`config.mk`:
```
export PLATFORM = sky130hd
export DESIGN_NAME = axi_read_arbiter
export DESIGN_NICKNAME = d
export VERILOG_FILES = /design/src/rtl/axi_read_arbiter.sv
export SDC_FILE = /design/constraint.sdc
export NUM_CORES = 1
export LEC_CHECK = 0
export ABC_AREA = 1
export CORE_ASPECT_RATIO = 1.5
export CORE_MARGIN = 5
export CORE_UTILIZATION = 28
export CTS_CLUSTER_DIAMETER = 150
export DETAILED_ROUTE_END_ITERATION = 12
export GPL_TIMING_DRIVEN = 0
export PLACE_DENSITY = 0.82
export SETUP_SLACK_MARGIN = 0.3
export SYNTH_ARGS = -nofsm -noshare
export SYNTH_HDL_FRONTEND = slang
export SYNTH_SLANG_ARGS = --single-unit
```
`constraint.sdc`:
```
create_clock -name ACLK -period 1.8 [get_ports ACLK]
set_input_delay 0.45 -clock ACLK [delete_from_list [all_inputs] [get_ports ACLK]]
set_output_delay 0.45 -clock ACLK [all_outputs]
set_load 0.01 [all_outputs]
```
`src/rtl/axi_read_arbiter.sv`:
```
// Read-channel controller for the 2-master / 6-slave AXI bus: round-robin AR arbitration,
// address decode, AR forwarding, and a read-path lock held until the granted master's last beat.
module axi_read_arbiter #(
    parameter int unsigned ID_W   = 4,
    parameter int unsigned ADDR_W = 32
) (
    input  logic              ACLK,
    input  logic              ARESETn,
    input  logic [ID_W-1:0]   ARID_M0,
    input  logic [ID_W-1:0]   ARID_M1,
    input  logic [ADDR_W-1:0] ARADDR_M0,
    input  logic [ADDR_W-1:0] ARADDR_M1,
    input  logic [3:0]        ARLEN_M0,
    input  logic [3:0]        ARLEN_M1,
    input  logic [2:0]        ARSIZE_M0,
    input  logic [2:0]        ARSIZE_M1,
    input  logic [1:0]        ARBURST_M0,
    input  logic [1:0]        ARBURST_M1,
    input  logic              ARVALID_M0,
    input  logic              ARVALID_M1,
    output logic              ARREADY_M0,
    output logic              ARREADY_M1,
    output logic [ID_W+3:0]   ARID_S,
    output logic [ADDR_W-1:0] ARADDR_S,
    output logic [3:0]        ARLEN_S,
    output logic [2:0]        ARSIZE_S,
    output logic [1:0]        ARBURST_S,
    output logic              ARVALID_S0,
    output logic              ARVALID_S1,
    output logic              ARVALID_S2,
    output logic              ARVALID_S3,
    output logic              ARVALID_S4,
    output logic              ARVALID_S5,
    output logic              ARVALID_SD,
    input  logic              ARREADY_S0,
    input  logic              ARREADY_S1,
    input  logic              ARREADY_S2,
    input  logic              ARREADY_S3,
    input  logic              ARREADY_S4,
    input  logic              ARREADY_S5,
    input  logic              ARREADY_SD,
    input  logic              RVALID_M0,
    input  logic              RVALID_M1,
    input  logic              RREADY_M0,
    input  logic              RREADY_M1,
    input  logic              RLAST_M0,
    input  logic              RLAST_M1,
    output logic [3:0]        AR_sel
);

    typedef enum logic [1:0] {StIdle, StAddr, StData} state_e;

    // Target codes 0..5 are S0..S5, 6 is the default slave.
    localparam logic [2:0] TgtSd = 3'd6;

    state_e     state_q, state_d;
    logic       grant_q, grant_d;
    logic       last_grant_q, last_grant_d;
    logic [2:0] target_q, target_d;

    logic              win_m1;
    logic [ADDR_W-1:0] win_addr;
    logic [6:0]        arvalid_s;
    logic [6:0]        arready_s;
    logic              g_arvalid, g_rdone;

    function automatic logic [2:0] decode(input logic [ADDR_W-1:0] addr);
        logic [31:0] a;
        a = 32'(addr);
        if (a[31:14] == 18'h0)           return 3'd0;
        else if (a[31:16] == 16'h0001)   return 3'd1;
        else if (a[31:16] == 16'h0002)   return 3'd2;
        else if (a[31:10] == 22'h040000) return 3'd3;
        else if (a[31:10] == 22'h040040) return 3'd4;
        else if (a[31:21] == 11'h100)    return 3'd5;
        else                             return TgtSd;
    endfunction

    assign arready_s = {ARREADY_SD, ARREADY_S5, ARREADY_S4, ARREADY_S3,
                        ARREADY_S2, ARREADY_S1, ARREADY_S0};
    assign {ARVALID_SD, ARVALID_S5, ARVALID_S4, ARVALID_S3,
            ARVALID_S2, ARVALID_S1, ARVALID_S0} = arvalid_s;

    // On a tie the master that did not win last time gets the grant.
    assign win_m1    = (ARVALID_M0 && ARVALID_M1) ? !last_grant_q : ARVALID_M1;
    assign win_addr  = win_m1 ? ARADDR_M1 : ARADDR_M0;
    assign g_arvalid = grant_q ? ARVALID_M1 : ARVALID_M0;
    assign g_rdone   = grant_q ? (RVALID_M1 && RREADY_M1 && RLAST_M1)
                               : (RVALID_M0 && RREADY_M0 && RLAST_M0);

    always_ff @(posedge ACLK) begin
        if (!ARESETn) begin
            state_q      <= StIdle;
            grant_q      <= 1'b0;
            last_grant_q <= 1'b1;
            target_q     <= 3'd0;
        end else begin
            state_q      <= state_d;
            grant_q      <= grant_d;
            last_grant_q <= last_grant_d;
            target_q     <= target_d;
        end
    end

    always_comb begin
        state_d      = state_q;
        grant_d      = grant_q;
        last_grant_d = last_grant_q;
        target_d     = target_q;
        arvalid_s    = '0;
        ARREADY_M0   = 1'b0;
        ARREADY_M1   = 1'b0;
        AR_sel       = 4'b0000;
        ARID_S       = '0;
        ARADDR_S     = '0;
        ARLEN_S      = '0;
        ARSIZE_S     = '0;
        ARBURST_S    = '0;

        unique case (state_q)
            StIdle: begin
                if (ARVALID_M0 || ARVALID_M1) begin
                    grant_d      = win_m1;
                    last_grant_d = win_m1;
                    target_d     = decode(win_addr);
                    state_d      = StAddr;
                end
            end
            StAddr: begin
                arvalid_s[target_q] = g_arvalid;
                if (grant_q) ARREADY_M1 = arready_s[target_q];
                else         ARREADY_M0 = arready_s[target_q];
                if (g_arvalid && arready_s[target_q]) state_d = StData;
            end
            StData: begin
                if (g_rdone) state_d = StIdle;
            end
            default: state_d = StIdle;
        endcase

        if (state_q != StIdle) begin
            AR_sel    = {target_q + 3'd1, grant_q};
            ARID_S    = grant_q ? {4'b0010, ARID_M1} : {4'b0001, ARID_M0};
            ARADDR_S  = grant_q ? ARADDR_M1  : ARADDR_M0;
            ARLEN_S   = grant_q ? ARLEN_M1   : ARLEN_M0;
            ARSIZE_S  = grant_q ? ARSIZE_M1  : ARSIZE_M0;
            ARBURST_S = grant_q ? ARBURST_M1 : ARBURST_M0;
        end
    end

endmodule

```
# [Yosys cells after proc, flatten, opt, wreduce, memory -nomap -nowiden]
# Index checks and enable logic that the tools add are counted.
[classes] bitwise_logic=1 n_mux=34 n_lt_le_gt_ge=2 n_addsub=1 reduce_logical=14 eq_ne=10
[ops] operator="32-bit two-way mux" n=3
[ops] operator="22-bit by 19-bit == test with 1-bit output (second input constant)" n=2
[ops] operator="18-bit zero test" n=1
[ops] operator="3-bit two-way mux" n=6
[ops] operator="16-bit by 1-bit == test with 1-bit output (second input constant)" n=1
[ops] operator="16-bit by 2-bit == test with 1-bit output (second input constant)" n=1
[ops] operator="2-bit two-way mux" n=7
[ops] operator="4-bit two-way mux" n=3
[ops] operator="6-bit two-way mux" n=2
[ops] operator="11-bit by 9-bit == test with 1-bit output (second input constant)" n=1
[ops] operator="1-bit two-way mux" n=9
[ops] operator="7-bit bitwise AND" n=1
[ops] operator="1-bit logical AND" n=7
[ops] operator="7-bit two-way mux" n=1
[ops] operator="2-bit inequality test (second input constant)" n=3
[ops] operator="2-bit one-hot mux with 3 select lines" n=1
[ops] operator="3-bit by 4-bit less-than comparator with 1-bit output (second input constant)" n=1
[ops] operator="3-bit by 1-bit adder with 3-bit output (second input constant)" n=1
[ops] operator="1-bit binary-select mux with 3-bit select" n=1
[ops] operator="1-bit demux with 3-bit select" n=1
[ops] operator="3-bit by 1-bit greater-or-equal comparator with 1-bit output (second input constant)" n=1
[ops] operator="3-bit AND reduction" n=1
[ops] operator="2-bit by 1-bit == test with 1-bit output (second input constant)" n=1
[ops] operator="2-bit == test (second input constant)" n=1
[ops] operator="5 further kinds" n=5
[totals] regBits=7 elab_cells=66 out_inout_bits=62 inputBits=107

# [Logic depth before layout (Yosys ltp)]
[logic_depth] depth_word=10 depth_mapped=13 depth_no_buf=13

# [Worst setup path after synthesis]
# Ideal clock, no wire load.
[synth_timing] path_type="reg-to-output" start="reg grant_q" end="out ARADDR_S[15]" t_arrival_ns=1.289 n_path_buf=2 setup_slack_ns=0.061 stages_incl_launch_ff=5 required_time_ns=1.350 cell_sequence="dfxtp_1 > clkbuf_2 > nor2_2 > clkbuf_1 > a22o_1"
[synth_between] elab_chain_len=2
[synth_lines] element="start: declaration" line="57" rtl="logic grant_q, grant_d;"
[synth_lines] element="start signal: assignment" line="99" rtl="grant_q <= grant_d;"
[synth_lines] element="32-bit two-way mux" line="144" rtl="ARADDR_S = grant_q ? ARADDR_M1 : ARADDR_M0;"
[synth_lines] element="32-bit two-way mux" line="141" rtl="if (state_q != StIdle) begin"
[synth_lines] element="end: declaration" line="24" rtl="output logic [ADDR_W-1:0] ARADDR_S,"
# Every way passes these cells.

# [Worst setup path in the final report]
[layout_timing] start="reg grant_q" end="out ARADDR_S[3]"
# The elaborated chain is that of the path after synthesis.

==> metrics.csv <==
stage,metric,value,unit
placed_design,placedInstanceArea,3380,sq um
detailed_routing,vias,2956,
logic_synthesis,synth_area,1480,sq um
floorplanning,num_rows,32,
min_path,min_path_type,reg2reg,
logic_synthesis,ys_top_cells_by_count,"nand2_1 (52), nor2_1 (51), inv_1 (42)",
logic_synthesis,ys_top_cells_by_area,"a22o_1 (20%), nand2_1 (13%), nor2_1 (13%), inv_1 (11%), dfxtp_1 (9.5%)",
outcome,status,"complete, but fails checks",
clock_network,clock_path_buffers,2,
sta,postLayoutSetupSlackWorst,-0.245,ns
logic_synthesis,yosys.area.top_type,a22o_1,
detailed_routing,top_layer,met4,
detailed_routing,ant_nets,0,
clock_network,cts_tree,built,
worst_setup_path,r2r_start,last_grant_q,
global_routing,grt_pass1_wl,13.9,mm
finish,fin_area,4250,sq um
logic_synthesis,synth_cell_types,29,
min_path,min_to,last_grant_q,
placed_design,place_ws,-0.994,ns
clock_network,cts-hold-fix-buffers,0,
logic_synthesis,netlist.area_leader.share,19.5,%
floorplanning,pin_count,169,
detailed_routing,drc,0,
worst_setup_path,end_kind,primary output,
logic_synthesis,synth_top_family_by_area,simple AND/OR/NAND/NOR gates,
sta,clock.fmax,489,MHz
floorplanning,die_height,99.0,um
detailed_routing,wl_met3,818,um
worst_setup_path,cpMaxStageDelayCell,dfxtp_2,
logic_synthesis,synthMuxAreaShare,0,%
floorplanning,die_w,69.3,um
global_routing,grt_antenna_before_repair,0,
min_path,min-delay-start,last_grant_q,
finish,drive_gt1_share,52.8,%
clock_network,cts_root_buf,clkbuf_8,
detailed_routing,wl_met1,3.83,mm
detailed_routing,wl_met2,5.96,mm
finish,syn_to_final_growth,187,%
finish,antenna_cells,0,
placed_design,place.gp.congestion,0.857,
logic_synthesis,ys_warn_count,0,
worst_setup_path,r2r_cells,11,
detailed_routing,drtPass1Iterations,5,
min_path,holdPathStages,2,
logic_synthesis,async_flop_share,0,%
clock_network,clock_latency,0.23,ns
sta,period_share,114,%
worst_setup_path,worstSetupPathType,reg2out,
detailed_routing,drt_wl_total,11.1,mm
logic_synthesis,ys.flop_type,dfxtp_1,
floorplanning,coreArea,5120,sq um
sta,rsz0062_at_grt,yes,
detailed_routing,dr.first_iter.drc_count,139,
pwr,vdd_drop_max,271,uV
global_routing,grt_pass1_vias,2810,
sta,finalHoldViolations,0,
run,cap_violations,0,
sta,setup-violations-final,56,
floorplanning,fp.dieArea,6870,sq um
sta,finClkSkew,0.000445,ns
logic_synthesis,ys_seq_elements,7,
global_routing,grt_overflow,0,
worst_setup_path,critical_path.startpoint,grant_q,
clock_network,clk_pin_slew,0.04,ns
detailed_routing,vias_per_cell,5.22,
sta,layout_min_cycle_time,2.05,ns
worst_setup_path,cp_top_family,buffers and inverters,
worst_setup_path,path_max_fanout,10,
logic_synthesis,yosys.area_share.xor_xnor,0.592,%
logic_synthesis,yosys.area_share.simple,43.5,%
logic_synthesis,syn_inst,269,
placed_design,numPortBuffers,166,
logic_synthesis,ys_seq_area_share,9.48,%
worst_setup_path,crit_path_frequent_cell,buf_8,
worst_setup_path,timing.critical_path.cells,buf_8 -> inv_8 -> nor2_4 -> buf_12 -> buf_8 -> a22o_1 -> buf_2,
global_routing,grt_max_degree,12,
outcome,violations,setup timing,
detailed_routing,wl_per_cell,19.5,um
logic_synthesis,synth_compound_area_share,28.0,%
worst_setup_path,cp_slowest_stage_delay,0.35,ns
sta,tns,-8.24,ns
logic_synthesis,synth.most_common_cell,nand2_1,
floorplanning,start_util,28.9,%
sta,drv_slew,0,
clock_network,cts_max_level,1,
placed_design,dpl.hpwl,6.56,mm
clock_network,cts_made_buffers,3,
logic_synthesis,synth_adder_area_share,0.846,%
pwr,p_per_area,583,nW/um^2
logic_synthesis,syn_area_per_cell,5.50,sq um
worst_setup_path,r2r_slack,0.20,ns
global_routing,track_usage,24.7,%
pwr,p_leak,2.11,nW
worst_setup_path,startpoint_type,flip-flop,
worst_setup_path,r2r-end,target_q[1],
clock_network,cts_sinks,7,
worst_setup_path,required,1.35,ns
worst_setup_path,arrival,1.60,ns
finish,final_nets,607,
worst_setup_path,crit_buf_inv,5,
logic_synthesis,synth-edff-count,0,
==> cells by family after synthesis <==
kind of cell	count (synthesis)
and+or+nand+nor	146
buffers and inverters	59
AOI/OAI and AO/OA	54
DFF	7
xor gates and xnor gates	1
adders and majority gates	1
other	1
==> where the power goes <==
group,switching [mW],leakage [nW],total (mW),internal [mW]
Clock,0.0789,0.0228,0.233,0.154
Sequential,0.0365,0.0612,0.219,0.183
Combinational,0.944,2.02,2.02,1.08
==> routing by layer <==
layer	vias to the layer above	GRT usage, %
li1	1349	-
met1	1368	26.6
met2	197	47.9
met3	42	4.39
met4	0	7.37
met5	-	0
==> worst max path at each step <==
stage / end / slack (ns) / cells after the start
5_1_grt: ARADDR_S[3] / -0.29 / 7
3_3_place_gp: ARVALID_SD / -0.98 / 9
6_report: ARADDR_S[3] / -0.25 / 7
3_5_place_dp: ARVALID_SD / -0.99 / 9
4_1_cts: ARREADY_M0 / -0.12 / 9
2_1_floorplan: ARVALID_SD / 0.24 / 7
==> flip-flops by register name (all words and copies together) (netlist names) <==
name,count
target_q,3
state_q,2
grant_q,1
last_grant_q,1
==> through the flow <==
step,instances,total power [mW],util [%],hold slack [ns]
2_1_floorplan,270,0.891,-,0.429
3_3_place_gp,504,1.65,65.9,0.447
3_5_place_dp,504,1.66,65.9,0.451
4_1_cts,544,2.00,71.7,0.482
5_1_grt,566,2.60,82.9,0.531
6_report,566,2.48,82.9,0.515
==> cells in the final DEF (no fill, tap or decap), drive strengths merged <==
cell,count
buf,125
nand2,62
nor2,55
clkdlybuf4s50,53
dlygate4sd2,49
inv,46
a22o,33
nand3,21
o22ai,10
clkbuf,10
dfxtp,7
nand4,6
o21ai,6
a21oi,4
clkdlybuf4s15,3
conb,2
clkinv,1
xnor2,1
nor3,1
o2111ai,1
and3,1
ha,1
==> repair_timing <==
item / CTS / global route
buffers inserted: 34 / 15
pin swaps: 70 / 43
endpoints found under the setup margin: 67 / 63
resized for setup: 400 / 88
gates cloned: 2 / 7
==> cell type report <==
cell class              instances  area [sq um]
repair buffers                223          2050
multi-input cells             204          1520
fillers                       306           877
inverters                      46           213
plain buffers                  13           169
flip-flops and latches          7           161
well taps                      68          85.1
clock buffers                   4          45.0
repair inverters                1          8.76
==> worst reg2reg max path, delay by kind of cell (launching register included) <==
kind	cells	cell delay [ns]
simple gates	10	1.01
flops	1	0.35
buf+inv	1	0.13
(Power assumes the default switching activity.)
